==> src/rtl/eq_mixer_pkg.sv <==
// Shared constants, FSM state type and the 24-bit saturation helper for the EQ band mixer.
package eq_mixer_pkg;

  localparam int unsigned SampleW   = 24;
  localparam int unsigned FirW      = 48;
  localparam int unsigned RoundBits = 14;

  localparam logic [15:0] GainUnity = 16'h4000;

  localparam logic signed [SampleW-1:0] SampleMax = 24'sh7fffff;
  localparam logic signed [SampleW-1:0] SampleMin = 24'sh800000;

  localparam logic [3:0] ClipClrSel = 4'hf;

  typedef enum logic [1:0] {
    StIdle,
    StMac,
    StSat,
    StOut
  } mix_state_e;

  function automatic logic signed [SampleW-1:0] sat24(input logic signed [FirW-1:0] x);
    logic signed [FirW-1:0] hi;
    logic signed [FirW-1:0] lo;
    hi = FirW'(SampleMax);
    lo = FirW'(SampleMin);
    if (x > hi) begin
      return SampleMax;
    end else if (x < lo) begin
      return SampleMin;
    end
    return x[SampleW-1:0];
  endfunction

endpackage

==> src/rtl/eq_channel_mac.sv <==
// One channel of the mixer: per-band sat24, gain multiply, accumulate, then round and saturate.
module eq_channel_mac
  import eq_mixer_pkg::*;
#(
  parameter int unsigned AccShift = 15,
  parameter int unsigned GainW    = 16
) (
  input  logic                      clk_i,
  input  logic                      reset_i,
  input  logic                      clear_i,
  input  logic                      mac_en_i,
  input  logic                      sat_en_i,
  input  logic                      zero_i,
  input  logic signed [FirW-1:0]    fir_i,
  input  logic signed [GainW-1:0]   gain_i,
  output logic signed [SampleW-1:0] data_o,
  output logic                      sat_hit_o
);

  localparam int unsigned ProdW = SampleW + GainW;
  // Three guard bits cover up to eight full-scale bands at maximum gain.
  localparam int unsigned AccW  = ProdW + 3;
  localparam logic signed [AccW-1:0] RoundHalf = AccW'(64'd1 << (RoundBits - 1));

  logic signed [FirW-1:0]    fir_scaled;
  logic signed [SampleW-1:0] sample;
  logic signed [ProdW-1:0]   term;
  logic signed [AccW-1:0]    acc_q, acc_d;
  logic signed [AccW-1:0]    rounded;
  logic signed [SampleW-1:0] y_sat;
  logic signed [SampleW-1:0] data_q, data_d;

  always_comb begin
    fir_scaled = fir_i >>> AccShift;
    sample     = sat24(fir_scaled);
    term       = ProdW'(sample) * ProdW'(gain_i);
    rounded    = (acc_q + RoundHalf) >>> RoundBits;
    y_sat      = sat24(FirW'(rounded));
  end

  always_comb begin
    acc_d  = acc_q;
    data_d = data_q;
    if (clear_i) begin
      acc_d = '0;
    end else if (mac_en_i) begin
      acc_d = acc_q + AccW'(term);
    end
    if (sat_en_i) begin
      data_d = y_sat;
    end
    if (zero_i) begin
      data_d = '0;
    end
  end

  always_ff @(posedge clk_i) begin
    if (reset_i) begin
      acc_q  <= '0;
      data_q <= '0;
    end else begin
      acc_q  <= acc_d;
      data_q <= data_d;
    end
  end

  assign data_o    = data_q;
  assign sat_hit_o = sat_en_i && (FirW'(rounded) != FirW'(y_sat));

endmodule

==> src/rtl/eq_band_mixer.sv <==
// Snapshots the FIR bank's band accumulators on a fir_valid rising edge, applies per-band gains
// and mixes to 24-bit stereo. Define EQ_MIXER_CLIP_STATUS_EN for sticky clip status flags.
module eq_band_mixer
  import eq_mixer_pkg::*;
#(
  parameter int unsigned NumBands = 4,
  parameter int unsigned AccShift = 15,
  parameter int unsigned GainW    = 16
) (
  input  logic                           clk_i,
  input  logic                           reset_i,
  input  logic                           audio_en_i,
  input  logic                           fir_valid_i,
  input  logic [NumBands-1:0][FirW-1:0]  l_fir_data_i,
  input  logic [NumBands-1:0][FirW-1:0]  r_fir_data_i,
  input  logic                           gain_wr_en_i,
  input  logic [3:0]                     gain_select_i,
  input  logic [GainW-1:0]               gain_wr_data_i,
  output logic [SampleW-1:0]             l_data_out_o,
  output logic [SampleW-1:0]             r_data_out_o,
  output logic                           data_out_en_o,
  output logic                           busy_o,
  output logic                           l_clip_o,
  output logic                           r_clip_o
);

  localparam int unsigned CntW = (NumBands > 1) ? $clog2(NumBands) : 1;

  mix_state_e                     state_q, state_d;
  logic [CntW-1:0]                cnt_q, cnt_d;
  logic                           fir_valid_q;
  logic [NumBands-1:0][GainW-1:0] gain_q, gain_d;
  logic [NumBands-1:0][GainW-1:0] gain_snap_q;
  logic [NumBands-1:0][FirW-1:0]  l_snap_q, r_snap_q;
  logic                           frame_start, last_band, mac_en, sat_en;
  logic                           l_sat_hit, r_sat_hit;

  assign frame_start = fir_valid_i & ~fir_valid_q & audio_en_i & (state_q == StIdle);
  assign last_band   = (cnt_q == CntW'(NumBands - 1));

  always_comb begin
    gain_d = gain_q;
    for (int unsigned b = 0; b < NumBands; b++) begin
      if (gain_wr_en_i && (gain_select_i == 4'(b))) begin
        gain_d[b] = gain_wr_data_i;
      end
    end
  end

  // History resets high so a bank already valid at reset does not start a frame.
  always_ff @(posedge clk_i) begin
    if (reset_i) begin
      gain_q      <= {NumBands{GainW'(GainUnity)}};
      fir_valid_q <= 1'b1;
    end else begin
      gain_q      <= gain_d;
      fir_valid_q <= fir_valid_i;
    end
  end

  always_ff @(posedge clk_i) begin
    if (frame_start) begin
      l_snap_q    <= l_fir_data_i;
      r_snap_q    <= r_fir_data_i;
      gain_snap_q <= gain_q;
    end
  end

  always_ff @(posedge clk_i) begin
    if (reset_i) begin
      state_q <= StIdle;
      cnt_q   <= '0;
    end else begin
      state_q <= state_d;
      cnt_q   <= cnt_d;
    end
  end

  always_comb begin
    state_d = state_q;
    cnt_d   = cnt_q;
    unique case (state_q)
      StIdle: begin
        if (frame_start) begin
          state_d = StMac;
          cnt_d   = '0;
        end
      end
      StMac: begin
        cnt_d = cnt_q + CntW'(1);
        if (last_band) begin
          state_d = StSat;
        end
      end
      StSat:   state_d = StOut;
      StOut:   state_d = StIdle;
      default: state_d = StIdle;
    endcase
    if (!audio_en_i) begin
      state_d = StIdle;
    end
  end

  always_comb begin
    busy_o        = (state_q != StIdle);
    data_out_en_o = (state_q == StOut);
    mac_en        = (state_q == StMac);
    sat_en        = (state_q == StSat) & audio_en_i;
  end

  eq_channel_mac #(
    .AccShift (AccShift),
    .GainW    (GainW)
  ) u_l_mac (
    .clk_i     (clk_i),
    .reset_i   (reset_i),
    .clear_i   (frame_start),
    .mac_en_i  (mac_en),
    .sat_en_i  (sat_en),
    .zero_i    (~audio_en_i),
    .fir_i     (l_snap_q[cnt_q]),
    .gain_i    (gain_snap_q[cnt_q]),
    .data_o    (l_data_out_o),
    .sat_hit_o (l_sat_hit)
  );

  eq_channel_mac #(
    .AccShift (AccShift),
    .GainW    (GainW)
  ) u_r_mac (
    .clk_i     (clk_i),
    .reset_i   (reset_i),
    .clear_i   (frame_start),
    .mac_en_i  (mac_en),
    .sat_en_i  (sat_en),
    .zero_i    (~audio_en_i),
    .fir_i     (r_snap_q[cnt_q]),
    .gain_i    (gain_snap_q[cnt_q]),
    .data_o    (r_data_out_o),
    .sat_hit_o (r_sat_hit)
  );

`ifdef EQ_MIXER_CLIP_STATUS_EN
  logic l_clip_q, r_clip_q;
  logic clip_clr;

  assign clip_clr = gain_wr_en_i & (gain_select_i == ClipClrSel);

  // A saturation in the same cycle as a clear wins, so no clip event is lost.
  always_ff @(posedge clk_i) begin
    if (reset_i) begin
      l_clip_q <= 1'b0;
      r_clip_q <= 1'b0;
    end else begin
      l_clip_q <= (l_clip_q & ~clip_clr) | l_sat_hit;
      r_clip_q <= (r_clip_q & ~clip_clr) | r_sat_hit;
    end
  end

  assign l_clip_o = l_clip_q;
  assign r_clip_o = r_clip_q;
`else
  logic unused_sat_hit;
  assign unused_sat_hit = l_sat_hit ^ r_sat_hit;
  assign l_clip_o       = 1'b0;
  assign r_clip_o       = 1'b0;
`endif

endmodule

==> config.mk <==
export PLATFORM = sky130hd
export DESIGN_NAME = eq_band_mixer
export DESIGN_NICKNAME = d
export VERILOG_FILES = /design/src/rtl/eq_mixer_pkg.sv /design/src/rtl/eq_channel_mac.sv /design/src/rtl/eq_band_mixer.sv
export SDC_FILE = /design/constraint.sdc
export NUM_CORES = 2
export LEC_CHECK = 0
export CAP_MARGIN = 10
export CORE_MARGIN = 2
export CORE_UTILIZATION = 50
export CTS_BUF_LIST = sky130_fd_sc_hd__clkbuf_2 sky130_fd_sc_hd__clkbuf_4 sky130_fd_sc_hd__clkbuf_8
export DETAILED_ROUTE_END_ITERATION = 8
export DONT_BUFFER_PORTS = 1
export PLACE_DENSITY_LB_ADDON = 0.05
export SLEW_MARGIN = 20
export SYNTH_ARGS = -nofsm -noshare
export SYNTH_HDL_FRONTEND = slang
export SYNTH_HIERARCHICAL = 1
export SYNTH_SLANG_ARGS = --single-unit
==> constraint.sdc <==
create_clock -name clk_i -period 13.23 [get_ports clk_i]
set_input_delay 2.646 -clock clk_i [delete_from_list [all_inputs] [get_ports clk_i]]
set_output_delay 2.646 -clock clk_i [all_outputs]
set_load 0.005 [all_outputs]
==> flow_metrics.py <==
metrics = {
    "status": {
        "status": "finished, final reports clean",
    },
    "synthesis": {
        "syn_area_sq_um": 52300,
        "syn_area_per_cell_sq_um": 10.8,
        "yosys_warnings": 6,
        "syn_inst": 4840,
    },
    "clock_network": {
        "clock-sinks": 531,
        "cts-root-buf": "clkbuf_8",
        "cts_made_buffers": 91,
        "post_cts_resized": 0,
        "cts_max_level": 3,
        "post_cts_buffers": 0,
        "cts_tree": "done",
        "worstSkewPairLatency_ps": 760,
        "clk_path_buf_depth": 3,
        "path_clk_slew_ps": 70,
        "cts_hold_buf": 0,
    },
    "global_route": {
        "use_met2": 0.404,
        "antenna_found_initial": 21,
        "track_usage": 0.248,
        "grt_pass1_wl_microns": 205000,
        "gr-usage-met1": 0.341,
        "busiest_layer": "met2",
        "grt_max_degree": 97,
        "met3_usage": 0.0522,
        "first_global_vias": 36241,
        "overflow": 0,
    },
    "power": {
        "ir_drop_v": 0.000108,
        "p_leak_nw": 25.6,
        "powerDensity_nw_per_um2": 88.4,
    },
    "setup_path": {
        "worst_ep_required_time_ps": 13860,
        "cp.arrival_ps": 10420,
        "path_max_fanout": 37,
        "crit_path_frequent_cell": "fa_1",
        "slowest_stage": "o21a_1",
        "crit_type": "reg2reg",
        "max_stage_delay_ps": 860,
        "end_kind": "register",
        "start_kind": "register",
        "crit_buf_inv": 6,
        "crit_family": "compound AO/OA/AOI/OAI gates",
    },
    "detailed_routing": {
        "wl_microns": 126000,
        "via_count": 33164,
        "wl_per_cell_microns": 20.3,
        "viasPerCell": 5.32,
        "postRouteAntennaNets": 0,
        "post-route-drc-count": 0,
        "dr.pass1.iters": 5,
        "first_iter_violations": 1781,
    },
    "floorplanning": {
        "initial_core_util": 0.505,
        "die_area_sq_um": 107000,
        "die_w_microns": 328,
        "pin_count": 461,
        "die_h_microns": 328,
        "core-area_sq_um": 104000,
        "rows": 118,
    },
    "timing": {
        "min_period_ps": 9800,
        "period_share": 0.740,
        "skew_ps": 36.7,
        "drv_slew": 0,
        "max_freq_mhz": 102,
        "setup_viol": 0,
        "slew_headroom": 0.249,
        "worstMarginPinSlew_ps": 1130,
        "rsz0062_at_grt": "no",
        "finalSetupTns_ps": 0,
        "final-hold-violation-count": 0,
    },
    "place": {
        "dp_hpwl_microns": 96400,
        "io_buffers": 0,
        "gp_congestion": 0.858,
        "dpl_cell_area_sq_um": 53500,
    },
    "final_layout": {
        "area_delta_synth_final_pct": 6.13,
        "fillers": 9271,
        "final_common_cell": "inv_1",
        "fin_util": 0.536,
        "most-common-layout-cells": "inv_1, fa_1, nand2_1",
        "nets": 6282,
        "fin_area_sq_um": 55500,
        "drive_gt1_frac": 0.0700,
    },
    "run": {
        "drv_cap": 0,
    },
    "hold_path": {
        "hold_class": "reg2reg",
    },
}
layout make-up:
cell class / instances / area (sq um) / area share
inverter: 964 / 3630 / 0.0653
clock inverter: 39 / 373 / 0.00671
clock buffer: 132 / 1630 / 0.0293
tap: 1380 / 1730 / 0.0311
multi-input combinational: 3132 / 33900 / 0.610
antenna: 11 / 27.5 / 0.000496
sequential: 531 / 13900 / 0.251
timing repair buffer: 45 / 338 / 0.00608
final timing paths:
path	startpoint	to	slack (ps)	depth (start not counted)
hold reg to reg	gain_q[56]	gain_snap_q[56]	420	0
setup / recovery	cnt_q[0]	u_l_mac/acc_q[42]	3430	28
setup reg to reg	cnt_q[0]	u_l_mac/acc_q[42]	3430	28
hold / removal	gain_q[56]	gain_snap_q[56]	420	0
flip-flops by register name, summed over array words and instances, names as in the netlist:
register / count
l_snap_q: 132
r_snap_q: 132
gain_q: 64
gain_snap_q: 64
u_l_mac/acc_q: 43
u_r_mac/acc_q: 43
u_l_mac/data_o: 24
u_r_mac/data_o: 24
cnt_q: 2
state_q: 2
fir_valid_q: 1
report_power, final:
| group | internal [W] | switching (W) | total [W] |
|---|---|---|---|
| Combinational | 0.000595 | 0.000873 | 0.00147 |
| Clock | 0.000888 | 0.000742 | 0.00163 |
| Sequential | 0.00179 | 0.0000264 | 0.00181 |
worst register-to-register path, delay by kind of cell, from the launching register on:
| family | cells | cell delay [ps] |
|---|---|---|
| AO/OA/AOI/OAI | 9 | 3450 |
| flip-flops | 1 | 850 |
| adder cells (fa/ha/maj) | 7 | 3230 |
| buffers and inverters | 6 | 840 |
| AND/OR/NAND/NOR | 4 | 820 |
| multiplexers | 1 | 350 |
| XOR/XNOR | 1 | 150 |
through the flow:
step	instances	hold slack, ps	worst slack [ps]	power [W]
3_3_place_gp	6052	413	3420	0.00331
6_report	6234	422	3430	0.00491
4_1_cts	6223	413	3360	0.00498
2_1_floorplan	4841	409	2490	0.00300
5_1_grt	6232	436	2760	0.00526
3_5_place_dp	6052	415	3350	0.00332
layer usage:
metal	vias to the layer above	wire, microns
met3	175	7250
li1	15035	-
met2	790	60100
met5	-	92
met4	14	2770
met1	17150	56200
No activity file was read; power rests on OpenSTA's default activity.
